[src/rtl/issue_scoreboard.sv]
// In-order dual-issue stage: decoded-instruction FIFO plus a 32-entry GPR busy scoreboard.
// Define ISSUE_WB_WAKEUP_EN to let consumers issue in their producer's writeback cycle.
`ifndef WIDTH_UOP
`define WIDTH_UOP 8
`endif

module issue_hazard_chk (
  input  logic        wr_rd,
  input  logic        use_rj,
  input  logic        use_rk,
  input  logic [4:0]  rd,
  input  logic [4:0]  rj,
  input  logic [4:0]  rk,
  input  logic [31:0] busy_eff,
  output logic        hazard
);
  assign hazard = (use_rj && busy_eff[rj]) || (use_rk && busy_eff[rk]) ||
                  (wr_rd && (rd != 5'd0) && busy_eff[rd]);
endmodule

module issue_scoreboard #(
  parameter int DEPTH  = 8,
  parameter int INST_W = 3 + `WIDTH_UOP + 15 + 64 + 6 + 32
) (
  input  logic              clk,
  input  logic              rst,
  input  logic [1:0]        dec_valid,
  input  logic [INST_W-1:0] dec_inst0,
  input  logic [INST_W-1:0] dec_inst1,
  output logic              dec_ready,
  input  logic              flush,
  input  logic              stall_in,
  input  logic              write_en_0,
  input  logic              write_en_1,
  input  logic [4:0]        write_addr_0,
  input  logic [4:0]        write_addr_1,
  output logic              eu0_en_out,
  output logic [INST_W-1:0] eu0_inst_out,
  output logic              eu1_en_out,
  output logic [INST_W-1:0] eu1_inst_out
);
  localparam int AW     = $clog2(DEPTH);
  localparam int RK_LSB = 102;
  localparam int RJ_LSB = 107;
  localparam int RD_LSB = 112;

  logic [INST_W-1:0] fifo [DEPTH];
  logic [AW-1:0]     head, tail;
  logic [AW:0]       count;
  logic [31:0]       busy, busy_eff, wb_clr, wr_set;

  logic [1:0][INST_W-1:0] lane_inst;
  logic [1:0][4:0]        lane_rd, lane_rj, lane_rk;
  logic [1:0]             lane_wr, lane_uj, lane_uk, lane_haz;

  logic       push, issue_h0, issue_h1, h1_dep;
  logic [1:0] n_push, n_issue;

  assign dec_ready = (count <= (AW+1)'(DEPTH - 2));
  assign push      = dec_ready && dec_valid[0] && !flush;
  assign n_push    = push ? (dec_valid[1] ? 2'd2 : 2'd1) : 2'd0;

  assign lane_inst[0] = fifo[head];
  assign lane_inst[1] = fifo[head + AW'(1)];

  always_comb begin
    wb_clr = '0;
    if (write_en_0) wb_clr[write_addr_0] = 1'b1;
    if (write_en_1) wb_clr[write_addr_1] = 1'b1;
    wb_clr[0] = 1'b0;
`ifdef ISSUE_WB_WAKEUP_EN
    busy_eff = busy & ~wb_clr;
`else
    busy_eff = busy;
`endif
    busy_eff[0] = 1'b0;
  end

  for (genvar i = 0; i < 2; i++) begin : g_lane
    assign lane_wr[i] = lane_inst[i][INST_W-1];
    assign lane_uj[i] = lane_inst[i][INST_W-2];
    assign lane_uk[i] = lane_inst[i][INST_W-3];
    assign lane_rd[i] = lane_inst[i][RD_LSB +: 5];
    assign lane_rj[i] = lane_inst[i][RJ_LSB +: 5];
    assign lane_rk[i] = lane_inst[i][RK_LSB +: 5];
    issue_hazard_chk u_chk (
      .wr_rd   (lane_wr[i]),
      .use_rj  (lane_uj[i]),
      .use_rk  (lane_uk[i]),
      .rd      (lane_rd[i]),
      .rj      (lane_rj[i]),
      .rk      (lane_rk[i]),
      .busy_eff(busy_eff),
      .hazard  (lane_haz[i])
    );
  end

  // Younger head may not consume or overwrite the older head's destination in the same cycle.
  assign h1_dep = lane_wr[0] && (lane_rd[0] != 5'd0) &&
                  ((lane_uj[1] && lane_rj[1] == lane_rd[0]) ||
                   (lane_uk[1] && lane_rk[1] == lane_rd[0]) ||
                   (lane_wr[1] && lane_rd[1] == lane_rd[0]));

  assign issue_h0 = (count >= (AW+1)'(1)) && !stall_in && !flush && !lane_haz[0];
  assign issue_h1 = issue_h0 && (count >= (AW+1)'(2)) && !lane_haz[1] && !h1_dep;
  assign n_issue  = {1'b0, issue_h0} + {1'b0, issue_h1};

  always_comb begin
    wr_set = '0;
    if (issue_h0 && lane_wr[0]) wr_set[lane_rd[0]] = 1'b1;
    if (issue_h1 && lane_wr[1]) wr_set[lane_rd[1]] = 1'b1;
    wr_set[0] = 1'b0;
  end

  always_ff @(posedge clk) begin
    if (rst) begin
      head         <= '0;
      tail         <= '0;
      count        <= '0;
      busy         <= '0;
      eu0_en_out   <= 1'b0;
      eu1_en_out   <= 1'b0;
      eu0_inst_out <= '0;
      eu1_inst_out <= '0;
    end else if (flush) begin
      head       <= '0;
      tail       <= '0;
      count      <= '0;
      busy       <= '0;
      eu0_en_out <= 1'b0;
      eu1_en_out <= 1'b0;
    end else begin
      if (push) begin
        fifo[tail] <= dec_inst0;
        if (dec_valid[1]) fifo[tail + AW'(1)] <= dec_inst1;
      end
      tail  <= tail + AW'(n_push);
      head  <= head + AW'(n_issue);
      count <= count + (AW+1)'(n_push) - (AW+1)'(n_issue);
      busy  <= (busy & ~wb_clr) | wr_set;
      if (!stall_in) begin
        eu0_en_out <= issue_h0;
        eu1_en_out <= issue_h1;
        if (issue_h0) eu0_inst_out <= lane_inst[0];
        if (issue_h1) eu1_inst_out <= lane_inst[1];
      end
    end
  end
endmodule

[config.mk]
export PLATFORM = sky130hd
export DESIGN_NAME = issue_scoreboard
export DESIGN_NICKNAME = d
export VERILOG_FILES = /design/src/rtl/issue_scoreboard.sv
export SDC_FILE = /design/constraint.sdc
export NUM_CORES = 2
export LEC_CHECK = 0
export BUFFER_PORTS_ARGS = -buffer_cell sky130_fd_sc_hd__buf_2
export CAP_MARGIN = 20
export CORE_ASPECT_RATIO = 1.25
export CORE_UTILIZATION = 60
export DETAILED_ROUTE_END_ITERATION = 8
export GPL_ROUTABILITY_DRIVEN = 0
export PLACE_DENSITY_LB_ADDON = 0.12
export SLEW_MARGIN = 15
export SYNTH_ARGS = -nofsm -noshare
export SYNTH_HDL_FRONTEND = slang
export SYNTH_HIERARCHICAL = 1
export SYNTH_SLANG_ARGS = --single-unit
[constraint.sdc]
create_clock -name clk -period 24 [get_ports clk]
set_input_delay 2.4 -clock clk [delete_from_list [all_inputs] [get_ports clk]]
set_output_delay 2.4 -clock clk [all_outputs]
set_load 0.03 [all_outputs]
==> flow_metrics.tcl <==
set metrics [dict create \
    drcViolationCount 0 \
    p_int_uw 4230 \
    grt_pass1_vias 47900 \
    cp_common_cell "buf_4" \
    yosys_warnings 6 \
    grt.overflow.total 0 \
    end_kind "register" \
    hold_buffers 0 \
    num_io_pins 533 \
    path_cells "buf_4, buf_4, mux4_2, mux2i_4, inv_2, or4_1, o21ai_0, a2111oi_0, a211o_1, or3_1, or3_1, a31oi_4, buf_12, a21oi_4, inv_8, buf_4, buf_4, a311oi_2" \
    synth_cell_types 56 \
    final_util_pct 67.4 \
    rows 142 \
    cp.arrival_ns 9.77 \
    critPathSlowestCell "buf_4" \
    ant_nets 0 \
    drt-initial-drc-count 5177 \
    avgViaCountPerCell 7.02 \
    cts_num_sinks 1323 \
    fp.dieArea_um2 122000 \
    core_area_um2 120000 \
    dr.pass1.iters 7 \
    max-cap-violations 0 \
    clock_latency_ns 0.80 \
    portBuffers 532 \
    ir_drop_mv 0.0713 \
    die_w_um 312 \
    outcome "finished, final reports clean" \
    fin_skew_ns 0.0324 \
    relSlewSlack_pct 20.7 \
    grt_pass1_wl_mm 324 \
    synth_top_area_cell "edfxtp_1" \
    clockBufferDepth 3 \
    track_usage_pct 36.6 \
    netlist_area_um2 72300 \
    cts_tree "done" \
    hp-class "register to register" \
    syn_inst 4647 \
    dieHeight_um 390 \
    timing.hold.ws_ns 0.449 \
    antenna_found_initial 80 \
    grt_max_degree 133 \
    cts_resized 0 \
    synth_seq_area_share_pct 50.8 \
    finalSetupViolations 0 \
    area_growth_pct 11.6 \
    worstPathRequired_ns 24.63 \
    synthTopCellsByArea "edfxtp_1 43%, mux4_2 17%, mux2_2 17%" \
    rsz0062_at_grt "false" \
    synth.avg_cell_area_um2 15.6 \
    dp.cells 6429 \
    power_uw 5850 \
    yosys_register_bits 1323 \
    hpwl_mm 124 \
    swShare_pct 27.7 \
    async_reset_ff_share_pct 0 \
    cts_setup_buffers 0 \
    clockRootBuffer "clkbuf_16" \
    final_net_count 5276 \
    finalSetupTns_ns 0 \
    cts.clk_slew.worst_paths_ns 0.06 \
    cts_buffers 139 \
    hold_viol_final 0 \
    combPwrFrac_pct 18.0 \
    routedWlPerCell_um 33.3 \
    cp_max_fo 120 \
    power.share.sequential_pct 45.0 \
    critPathMaxStageDelay_ns 0.93 \
    leakagePower_uw 0.0267 \
    ys.flop_type "edfxtp_1" \
    initial_core_util_pct 60.4 \
    drv_slew 0 \
    power_density_nw_per_um2 72.5 \
    worst_pin_slew_ns 1.19 \
    yosysTopAreaCellShare_pct 42.5 \
    drive_gt1_share_pct 50.5 \
    crit_type "register to register" \
    vias 47300 \
    p_clk_share_pct 37.0 \
    routed_wl_mm 224 \
    p_sw_uw 1620 \
    htree_levels 4 \
    synth_edf_count 1024 \
    max_freq_ghz 0.109 \
    fin_crit_sh_pct 38.1 \
    start_kind "register" \
    fin_crit_ns 9.14 \
    layout.cells.non_filler 6729 \
]
==> layout by cell type, fill, tap and decap left out, types with 40 or more instances in the layout <==
cell	n
buf_4	58
mux4_2	534
dfxtp_1	296
nand2_1	259
clkbuf_16	147
nor2_1	195
diode_2	40
edfxtp_1	1024
a311oi_2	110
mux2i_1	158
mux2_2	1065
a22oi_1	62
a211oi_1	245
buf_2	532
==> flip-flops by register name (all words and copies together) (netlist names) <==
name	count
fifo	1024
eu0_inst_out	128
eu1_inst_out	128
busy	31
count	4
head	3
tail	3
eu0_en_out	1
eu1_en_out	1
==> cell families (layout without fill, tap and decap cells) <==
kind of cell,Yosys count,in the layout,synth area share (%)
AO/OA/AOI/OAI,482,482,6.20
XOR/XNOR,23,23,0.331
adder cells (fa/ha/maj),15,15,0.301
buffers and inverters,442,895,2.69
flip-flops,1323,1323,50.8
multiplexers,1777,1777,36.1
other,1,46,0.00519
AND/OR/NAND/NOR,584,584,3.54
==> power groups by stage <==
stage                     clock [uW]  combinational, uW  sequential (uW)
after global placement             0               1030             2670
after detailed placement           0               1050             2680
final                           2170               1060             2630
after CTS                       2180               1050             2630
after floorplan                    0                629             2790
after global routing            2260               1120             2640
==> area by class of cell <==
class / count / area, um2
Tap cell: 1584 / 1980
Sequential cell: 1323 / 36700
Antenna cell: 40 / 100
Inverter: 30 / 120
Clock inverter: 56 / 460
Fill cell: 8474 / 39100
Multi-Input combinational cell: 2887 / 33800
Timing Repair Buffer: 606 / 3410
Clock buffer: 203 / 4060
==> worst max-delay path, delay by kind of cell (launching register included) <==
| family | cells | cell delay (ns) |
|---|---|---|
| multiplexers | 2 | 0.87 |
| AND/OR/NAND/NOR | 3 | 1.35 |
| buffers and inverters | 7 | 4.65 |
| AO/OA/AOI/OAI | 6 | 1.13 |
| flip-flops | 1 | 0.69 |
==> Yosys cell counts (3+ instances only) <==
library cell	instances
buf_1	61
or3_1	3
buf_4	11
dfxtp_1	299
and2_1	6
nand2_1	261
nand2b_1	10
a31o_2	20
mux4_2	534
nor2b_1	17
nand3_1	6
buf_2	89
mux2i_1	158
o21ai_0	10
nand4_1	4
nor3b_1	26
xor2_1	6
and4_1	4
fa_1	4
mux2_2	1065
a22oi_1	62
o22ai_1	8
and3b_1	5
a31o_1	7
xnor2_1	15
and3_1	4
buf_6	18
a2111oi_0	6
ha_1	11
a21oi_1	5
nor3_1	25
mux2i_4	5
a311oi_2	110
mux4_1	14
inv_1	28
nand3b_1	10
edfxtp_1	1024
nor2_1	195
clkbuf_1	233
a211oi_1	245
==> through the flow <==
stage / setup slack, ns / instance area, um2
2_1_floorplan: 10.85 / 72300
3_3_place_gp: 15.06 / 76000
3_5_place_dp: 14.93 / 76100
4_1_cts: 14.92 / 80600
5_1_grt: 14.63 / 80700
6_report: 14.86 / 80700
==> path summary, 6_finish.rpt <==
path	cells past startpoint	slack, ns	end	startpoint
setup / recovery	18	14.86	eu1_inst_out[39]$_SDFFE_PP0P_	head[2]$_SDFF_PP0_
hold / removal	2	0.45	eu1_en_out$_SDFFE_PP0N_	eu1_en_out$_SDFFE_PP0N_
setup reg to reg	18	14.86	eu1_inst_out[39]$_SDFFE_PP0P_	head[2]$_SDFF_PP0_
hold reg to reg	2	0.45	eu1_en_out$_SDFFE_PP0N_	eu1_en_out$_SDFFE_PP0N_
==> per-layer routing <==
layer | wire length [um] | up-vias | track usage [%] | part of all wire, %
li1 | - | 19700 | - | -
met1 | 81800 | 24300 | 46.1 | 37
met2 | 107000 | 2582 | 58.3 | 48
met3 | 24000 | 623 | 10.6 | 11
met4 | 10400 | 72 | 17.6 | 4.7
met5 | 427 | - | 0 | 0.19
(Power assumes the default switching activity.)
